==> src/rtl/hazard_unit.sv <==
// rtl/hazard_unit.sv - pipeline hazard controller (PC, IF/ID, ID/EX); optional counters under HZU_PERF_EN
package riscv_pkg;
  typedef enum logic [1:0] {
    NONE  = 2'd0,
    STALL = 2'd1,
    FLUSH = 2'd2
  } HAZARD_ctrl;
endpackage

module hazard_unit
  import riscv_pkg::*;
#(
  parameter int FWD_EN = 1,
  parameter int CNT_W  = 32
) (
  input  logic        CLK,
  input  logic        RSTn,
  input  logic        EN,
  input  logic        BRANCH_cond_in,
  input  logic        IMEM_RVALID_in,
  input  logic [4:0]  ID_RS1_in,
  input  logic [4:0]  ID_RS2_in,
  input  logic        ID_USE_RS1_in,
  input  logic        ID_USE_RS2_in,
  input  logic [4:0]  EX_RD_in,
  input  logic        EX_REGWR_in,
  input  logic        EX_MEMRD_in,
  input  logic [4:0]  MEM_RD_in,
  input  logic        MEM_REGWR_in,
  output HAZARD_ctrl  HZ_PC_out,
  output HAZARD_ctrl  HZ_IFID_out,
  output HAZARD_ctrl  HZ_IDEX_out
`ifdef HZU_PERF_EN
  ,
  output logic [CNT_W-1:0] STALL_CNT_out,
  output logic [CNT_W-1:0] FLUSH_CNT_out
`endif
);

  if (CNT_W < 1) begin : g_cnt_w_chk
    $error("hazard_unit: CNT_W must be at least 1");
  end

  typedef enum logic {
    S_RUN     = 1'b0,
    S_DISCARD = 1'b1
  } state_t;

  state_t state;
  state_t state_nxt;

  logic m_ex1, m_ex2, m_mem1, m_mem2;
  logic dh;

  // x0 is hardwired, so a write to it can never create a dependency
  assign m_ex1  = ID_USE_RS1_in & EX_REGWR_in  & (EX_RD_in  != 5'd0) & (ID_RS1_in == EX_RD_in);
  assign m_ex2  = ID_USE_RS2_in & EX_REGWR_in  & (EX_RD_in  != 5'd0) & (ID_RS2_in == EX_RD_in);
  assign m_mem1 = ID_USE_RS1_in & MEM_REGWR_in & (MEM_RD_in != 5'd0) & (ID_RS1_in == MEM_RD_in);
  assign m_mem2 = ID_USE_RS2_in & MEM_REGWR_in & (MEM_RD_in != 5'd0) & (ID_RS2_in == MEM_RD_in);

  assign dh = (FWD_EN != 0) ? (EX_MEMRD_in & (m_ex1 | m_ex2))
                            : (m_ex1 | m_ex2 | m_mem1 | m_mem2);

  always_ff @(posedge CLK) begin
    if (!RSTn) begin
      state <= S_RUN;
    end else if (EN) begin
      state <= state_nxt;
    end
  end

  // A redirect with no response yet leaves a wrong-path fetch in flight
  always_comb begin
    state_nxt = state;
    case (state)
      S_RUN: begin
        if (BRANCH_cond_in && !IMEM_RVALID_in) begin
          state_nxt = S_DISCARD;
        end
      end
      S_DISCARD: begin
        if (IMEM_RVALID_in) begin
          state_nxt = S_RUN;
        end
      end
      default: state_nxt = S_RUN;
    endcase
  end

  always_comb begin
    HZ_PC_out   = NONE;
    HZ_IFID_out = NONE;
    HZ_IDEX_out = NONE;
    if (!RSTn) begin
      HZ_PC_out   = FLUSH;
      HZ_IFID_out = FLUSH;
      HZ_IDEX_out = FLUSH;
    end else if (!EN) begin
      HZ_PC_out   = STALL;
      HZ_IFID_out = STALL;
      HZ_IDEX_out = STALL;
    end else if (BRANCH_cond_in) begin
      HZ_PC_out   = NONE;
      HZ_IFID_out = FLUSH;
      HZ_IDEX_out = FLUSH;
    end else begin
      case (state)
        S_RUN: begin
          if (dh) begin
            HZ_PC_out   = STALL;
            HZ_IFID_out = STALL;
            HZ_IDEX_out = FLUSH;
          end else if (!IMEM_RVALID_in) begin
            HZ_PC_out   = STALL;
            HZ_IFID_out = FLUSH;
            HZ_IDEX_out = NONE;
          end
        end
        S_DISCARD: begin
          // the stale response, if it arrives now, is dropped by the IF/ID flush
          HZ_PC_out   = STALL;
          HZ_IFID_out = FLUSH;
          HZ_IDEX_out = dh ? FLUSH : NONE;
        end
        default: begin
          HZ_PC_out   = STALL;
          HZ_IFID_out = FLUSH;
          HZ_IDEX_out = FLUSH;
        end
      endcase
    end
  end

`ifdef HZU_PERF_EN
  logic stall_evt;
  logic flush_evt;

  assign stall_evt = EN & (HZ_PC_out == STALL);
  assign flush_evt = EN & BRANCH_cond_in;

  always_ff @(posedge CLK) begin
    if (!RSTn) begin
      STALL_CNT_out <= '0;
      FLUSH_CNT_out <= '0;
    end else begin
      if (stall_evt && (STALL_CNT_out != {CNT_W{1'b1}})) begin
        STALL_CNT_out <= STALL_CNT_out + 1'b1;
      end
      if (flush_evt && (FLUSH_CNT_out != {CNT_W{1'b1}})) begin
        FLUSH_CNT_out <= FLUSH_CNT_out + 1'b1;
      end
    end
  end
`endif

endmodule

==> config.mk <==
export PLATFORM = sky130hd
export DESIGN_NAME = hazard_unit
export DESIGN_NICKNAME = d
export VERILOG_FILES = /design/src/rtl/hazard_unit.sv
export SDC_FILE = /design/constraint.sdc
export NUM_CORES = 1
export LEC_CHECK = 0
export ABC_AREA = 1
export BUFFER_PORTS_ARGS = -buffer_cell sky130_fd_sc_hd__buf_2
export CAP_MARGIN = 20
export CORE_AREA = 5 5 42 44
export CTS_CLUSTER_DIAMETER = 150
export DETAILED_ROUTE_END_ITERATION = 12
export DIE_AREA = 0 0 47 49
export PLACE_DENSITY = 0.64
export REMOVE_ABC_BUFFERS = 1
export SYNTH_ARGS = -nofsm -noshare
export SYNTH_HDL_FRONTEND = slang
export SYNTH_SLANG_ARGS = --single-unit
==> constraint.sdc <==
create_clock -name CLK -period 0.9 [get_ports CLK]
set_clock_uncertainty 0.1 [all_clocks]
set_input_delay 0.045 -clock CLK [delete_from_list [all_inputs] [get_ports CLK]]
set_output_delay 0.045 -clock CLK [all_outputs]
set_load 0.05 [all_outputs]
==> impl_metrics.py, run 1 <==
metrics = {
    "status": {
        "status": "complete, but fails checks",
        "violations": "negative setup slack",
    },
    "flow_run": {
        "maxCapViolCount": 0,
    },
    "power_and_ir_drop": {
        "internal_power_mw": 0.200,
        "power.net_switching_mw": 0.179,
        "power_frac_clock_pct": 0,
        "powerDensity_mw_per_mm2": 570,
        "seqPwrFrac_pct": 13.4,
        "vdd_drop_max_v": 0.000241,
        "swShare_pct": 47.3,
        "finalPower_mw": 0.379,
        "power_leakage_nw": 0.397,
        "combPwrFrac_pct": 86.6,
    },
    "synth": {
        "synth_compound_area_share_pct": 10.6,
        "yosysSeqAreaShare_pct": 6.08,
        "ys.flop_type": "dfxtp_1",
        "synth_mux_area_share_pct": 0,
        "yosysTopAreaCellShare_pct": 37.6,
        "syn_area_um2": 329,
        "yosysWarningCount": 0,
        "syn_avg_cell_area_um2": 4.27,
        "synthTopCellsByArea": "nand2_1 (38%), inv_1 (22%), nor2_1 (11%)",
        "synth_most_common_cell": "nand2_1",
        "synth-xor-area-share_pct": 0,
        "yosysTopAreaCell": "nand2_1",
        "synth-seq-cells": 1,
        "synthSimpleGateAreaFrac_pct": 60.5,
        "ys_types": 14,
        "synth_edf_count": 0,
        "synth_common_cells": "nand2_1 (33), inv_1 (19), nor2_1 (10), nand3_1 (3)",
        "synth_fa_ha_area_share_pct": 0,
        "synthCells": 77,
        "ys_async_sr_fraction_pct": 0,
        "synth_top_family_by_area": "simple AND/OR/NAND/NOR gates",
    },
    "worst_setup_path": {
        "critPathLaunchType": "input port",
        "worstPathRequired_ns": 0.75,
        "crit_type": "input port to output port",
        "critPathMaxFanout": 3,
        "crit_arrival_ns": 0.95,
        "end_kind": "output port",
    },
    "timing": {
        "relSlewSlack_pct": 77.0,
        "finalCriticalPeriod_ns": 1.10,
        "max_freq_mhz": 910,
        "worst_slack_ns": -0.199,
        "tightest_slew_ns": 0.342,
        "fin_crit_sh_pct": 122,
        "finalSetupViolations": 4,
        "rsz0062_at_grt": "yes",
        "drv_slew": 0,
        "setup_tns_ns": -0.682,
        "finalHoldViolCount": 0,
    },
    "placed_design": {
        "io_buffers": 29,
        "gp_congestion": 0.696,
        "hpwl_um": 884,
        "placed_cells": 123,
    },
    "drt": {
        "drtIter0Drc": 8,
        "ant_nets": 0,
        "wire_per_inst_um": 8.78,
        "via_per_inst": 4.21,
        "drc": 0,
        "drt_wl_total_mm": 1.08,
        "num_vias": 518,
        "drt_first_pass_iters": 4,
    },
    "grt": {
        "met3_usage_pct": 0,
        "grt.overflow.total": 0,
        "grt_max_degree": 6,
        "grt_pass1_vias": 447,
        "antenna_found_initial": 0,
        "use_met2_pct": 17.0,
        "use_met1_pct": 10.9,
        "grt_usage_pct": 8.77,
        "grt_pass1_wl_mm": 1.66,
        "globalRoute.busiestLayer": "met2",
    },
    "final_layout": {
        "top_regs": "state: 1 flops",
        "area_delta_synth_final_pct": 102,
        "nFillCells": 153,
        "largest_reg_flops": 1,
        "post-route-util_pct": 47.5,
        "nNetsFinal": 139,
        "regMostFlops": "state",
        "final_cells": 123,
        "antenna_cells": 0,
        "drive_above_1_share_pct": 47.7,
    },
    "cts": {
        "clk_pin_slew_ns": 0,
        "clk_latency_ns": 0,
        "post-cts-setup-buffers": 0,
    },
    "floorplanning": {
        "fp.dieH_um": 49,
        "rows": 14,
        "die_x_um": 47,
        "dieArea_mm2": 0.00230,
        "initial_core_util_pct": 23.5,
        "coreArea_mm2": 0.00140,
        "pin_count": 36,
    },
    "min_path": {
        "worst_hold_path_type": "input port to flop",
    },
}
per-layer routing:
layer  routed length (um)  vias up
li1                     -      290
met4                    0        0
met2                  583       10
met3                   54        0
met1                  441      218
met5                    0        -
per-stage QoR:
stage / hold WS (ns) / setup WS (ns) / instance area [um^2]
2_1_floorplan: 0.0406 / -1.20 / 329
3_5_place_dp: 0.155 / -0.291 / 502
6_report: 0.160 / -0.199 / 666
5_1_grt: 0.178 / -0.290 / 666
3_3_place_gp: 0.149 / -0.321 / 502
4_1_cts: 0.155 / -0.219 / 593
final timing paths:
path,end,cells after the start,startpoint,slack [ns]
setup / recovery,HZ_IDEX_out[1],9,EX_RD_in[3],-0.20
hold / removal,state,2,IMEM_RVALID_in,0.16
setup reg to reg,state,2,state,0.11
hold reg to reg,state,2,state,0.46
repair_timing:
action	CTS	global route
hold buffers	0	0
pin swaps	12	19
resized for setup	26	23
endpoints found under the setup margin	4	4
worst max-delay path, cell delays in order:
cell	delay (ns)
buf_8	0.10
nand2_1	0.05
nand2_1	0.05
nor2_1	0.12
nand3_1	0.10
nand2_2	0.08
nand2_2	0.06
o21bai_1	0.13
buf_4	0.22
layout by cell type, fill, tap and decap left out:
cell,instances
nor3_1,2
inv_2,5
nor2_1,9
nor4_2,1
nor2_4,1
a211oi_1,1
buf_8,3
nand4_1,1
a21oi_2,1
buf_2,12
o21bai_1,1
nand2_1,24
buf_6,13
inv_4,4
o21ai_1,2
a21oi_1,1
nand3_1,3
buf_4,2
dfxtp_1,1
nand2_2,9
inv_1,11
cell families after synthesis:
kind of cell	count (synthesis)
flip-flops	1
buffers and inverters	20
AND/OR/NAND/NOR	50
AO/OA/AOI/OAI	6
power groups by stage:
stage          logic (mW)  registers [mW]  clock network [mW]
2_1_floorplan       0.148          0.0497                   0
3_3_place_gp        0.239          0.0504                   0
3_5_place_dp        0.241          0.0504                   0
4_1_cts             0.291          0.0504                   0
5_1_grt             0.356          0.0514                   0
6_report            0.328          0.0510                   0
layout make-up:
cell class	instances	area (um^2)	share of cell area, %
Timing Repair Buffer	30	267	40.0
Multi-Input combinational cell	56	274	41.2
Inverter	20	85.1	12.8
Tap cell	16	20.0	3.01
Sequential cell	1	20.0	3.01
No activity file was read; power rests on OpenSTA's default activity.
==> run 2, diff against run 1 <==
--- a/config.mk
+++ b/config.mk
@@ -5,14 +5,13 @@
 export SDC_FILE = /design/constraint.sdc
 export NUM_CORES = 1
 export LEC_CHECK = 0
-export ABC_AREA = 1
 export BUFFER_PORTS_ARGS = -buffer_cell sky130_fd_sc_hd__buf_2
 export CAP_MARGIN = 20
 export CORE_AREA = 5 5 42 44
 export CTS_CLUSTER_DIAMETER = 150
 export DETAILED_ROUTE_END_ITERATION = 12
 export DIE_AREA = 0 0 47 49
-export PLACE_DENSITY = 0.64
+export PLACE_DENSITY = 0.57
 export REMOVE_ABC_BUFFERS = 1
 export SYNTH_ARGS = -nofsm -noshare
 export SYNTH_HDL_FRONTEND = slang
==> impl_metrics.py, run 2 <==
metrics = {
    "worst_setup_path": {
        "cp.depth": 6,
        "critical_path.top_delay_family": "simple AND/OR/NAND/NOR gates",
        "r2r-end": "state",
        "crit_arrival_ns": 1.24,
        "end_kind": "output port",
        "critPathMostFrequentCell": "buf_6",
        "worst_path_largest_cell_delay_ns": 0.52,
        "r2r-start": "state",
        "rrSetupSlack_ns": 0.09,
        "cp_cell_sequence": "buf_6 > or4_4 > o21a_4 > nand2_4 > o21a_1 > buf_6",
        "r2r_cells": 3,
        "crit_buf_inv": 2,
        "crit_type": "input port to output port",
        "critPathMaxFanout": 3,
        "critPathLaunchType": "input port",
        "slowest_stage": "or4_4",
        "worstPathRequired_ns": 0.75,
    },
    "synth": {
        "synth-xor-area-share_pct": 36.1,
        "yosysTopAreaCell": "xnor2_1",
        "synthTopCellsByArea": "xnor2_1 (36%), dfxtp_1 (8.2%), a21oi_1 (6.2%)",
        "synth_edf_count": 0,
        "synth_common_cells": "xnor2_1 (10), a21oi_1 (3)",
        "ys_types": 17,
        "synthCells": 35,
        "syn_avg_cell_area_um2": 6.94,
        "yosysSeqAreaShare_pct": 8.25,
        "syn_area_um2": 243,
        "synth-seq-cells": 1,
        "yosysTopAreaCellShare_pct": 36.1,
        "yosysWarningCount": 0,
        "synth_fa_ha_area_share_pct": 0,
        "synth_compound_area_share_pct": 25.8,
        "synthSimpleGateAreaFrac_pct": 26.8,
        "synth_mux_area_share_pct": 0,
        "synth_most_common_cell": "xnor2_1",
        "synth_top_family_by_area": "XOR/XNOR gates",
        "ys_async_sr_fraction_pct": 0,
        "ys.flop_type": "dfxtp_1",
    },
    "cts": {
        "post-cts-setup-buffers": 0,
        "clk_pin_slew_ns": 0,
        "clk_latency_ns": 0,
        "cts_hold_buf": 0,
    },
    "timing": {
        "max_freq_mhz": 724,
        "relSlewSlack_pct": 81.6,
        "whs_ns": 0.164,
        "drv_slew": 0,
        "finalSetupViolations": 4,
        "setup_tns_ns": -1.77,
        "worst_slack_ns": -0.481,
        "tightest_slew_ns": 0.274,
        "finalCriticalPeriod_ns": 1.38,
        "fin_crit_sh_pct": 153,
        "finalHoldViolCount": 0,
        "rsz0062_at_grt": "yes",
    },
    "final_layout": {
        "final_cell_mix": "buf_2 (23), xnor2_1 (10), buf_4 (9)",
        "regMostFlops": "state",
        "nNetsFinal": 104,
        "top_regs": "state: 1 flops",
        "drive_above_1_share_pct": 62.5,
        "final_common_cell": "buf_2",
        "largest_reg_flops": 1,
        "antenna_cells": 0,
        "area_delta_synth_final_pct": 118,
    },
    "drt": {
        "wire_per_inst_um": 10.5,
        "drt_wl_total_um": 923,
        "drc": 0,
        "num_vias": 381,
        "drtIter0Drc": 3,
        "via_per_inst": 4.33,
        "drt_first_pass_iters": 3,
        "ant_nets": 0,
    },
    "placed_design": {
        "hpwl_um": 802,
        "place_ws_ns": -0.556,
        "io_buffers": 29,
        "gp_congestion": 0.692,
    },
    "floorplanning": {
        "coreArea_mm2": 0.00140,
        "rows": 14,
        "pin_count": 36,
        "die_x_um": 47,
        "initial_core_util_pct": 17.3,
        "dieArea_mm2": 0.00230,
        "fp.dieH_um": 49,
    },
    "grt": {
        "grt_max_degree": 5,
        "grt.overflow.total": 0,
        "grt_usage_pct": 7.38,
        "grt_pass1_wl_mm": 1.38,
        "antenna_found_initial": 0,
        "grt_pass1_vias": 371,
    },
    "min_path": {
        "min_path_cells": 2,
        "worst_hold_path_type": "input port to flop",
        "holdPathEnd": "state",
        "min_from": "IMEM_RVALID_in",
    },
    "power_and_ir_drop": {
        "powerDensity_mw_per_mm2": 657,
        "finalPower_mw": 0.348,
        "power_leakage_nw": 0.250,
        "vdd_drop_max_v": 0.000313,
    },
    "status": {
        "violations": "negative setup slack",
        "status": "complete, but fails checks",
    },
    "flow_run": {
        "maxCapViolCount": 0,
    },
}
==> run 2: timing repair <==
item                                    in CTS  in global routing
endpoints found under the setup margin       5                  6
gates resized for setup                     10                 10
pin swaps                                    1                  2
==> run 2: cell type report <==
type                            count  area (um^2)
Fill cell                         157          872
Inverter                            2         7.51
Multi-Input combinational cell     32          241
Sequential cell                     1         21.3
Tap cell                           16         20.0
Timing Repair Buffer               37          239
==> run 2: where the power goes <==
group	leakage, nW	switching (mW)	internal [mW]
clock	0	0	0
combinational	0.241	0.154	0.144
sequential	0.00861	0.00159	0.0483
total	0.250	0.155	0.193
==> run 2: logic make-up after synthesis <==
kind of cell           Yosys count
AO/OA/AOI/OAI                   10
buffers and inverters            2
flip-flops                       1
XOR/XNOR                        10
AND/OR/NAND/NOR                 12
==> run 2: per-layer routing <==
metal / vias up / GRT usage (%) / share of wire, %
met5: - / 0 / 0
li1: 199 / - / -
met1: 162 / 8.30 / 34
met3: 0 / 0.369 / 14
met4: 0 / 0 / 0
met2: 20 / 14.9 / 51
==> run 2: worst max-delay path by stage <==
stage	slack, ns	to	startpoint
floorplan	-0.99	HZ_IFID_out[0]	RSTn
global placement	-0.56	HZ_IFID_out[1]	EX_RD_in[1]
detailed placement	-0.56	HZ_IFID_out[1]	EX_RD_in[1]
CTS	-0.49	HZ_IFID_out[1]	EX_RD_in[1]
global route	-0.51	HZ_IFID_out[1]	EX_RD_in[1]
finish	-0.48	HZ_IFID_out[1]	EX_RD_in[1]
==> run 2: stage by stage <==
| step | std cells | instance area, um^2 | utilization [%] |
|---|---|---|---|
| 3_3_place_gp | 88 | 468 | 33.4 |
| 6_report | 88 | 529 | 37.8 |
| 3_5_place_dp | 88 | 468 | 33.4 |
| 2_1_floorplan | 35 | 243 | - |
| 5_1_grt | 88 | 529 | 37.8 |
| 4_1_cts | 88 | 498 | 35.5 |
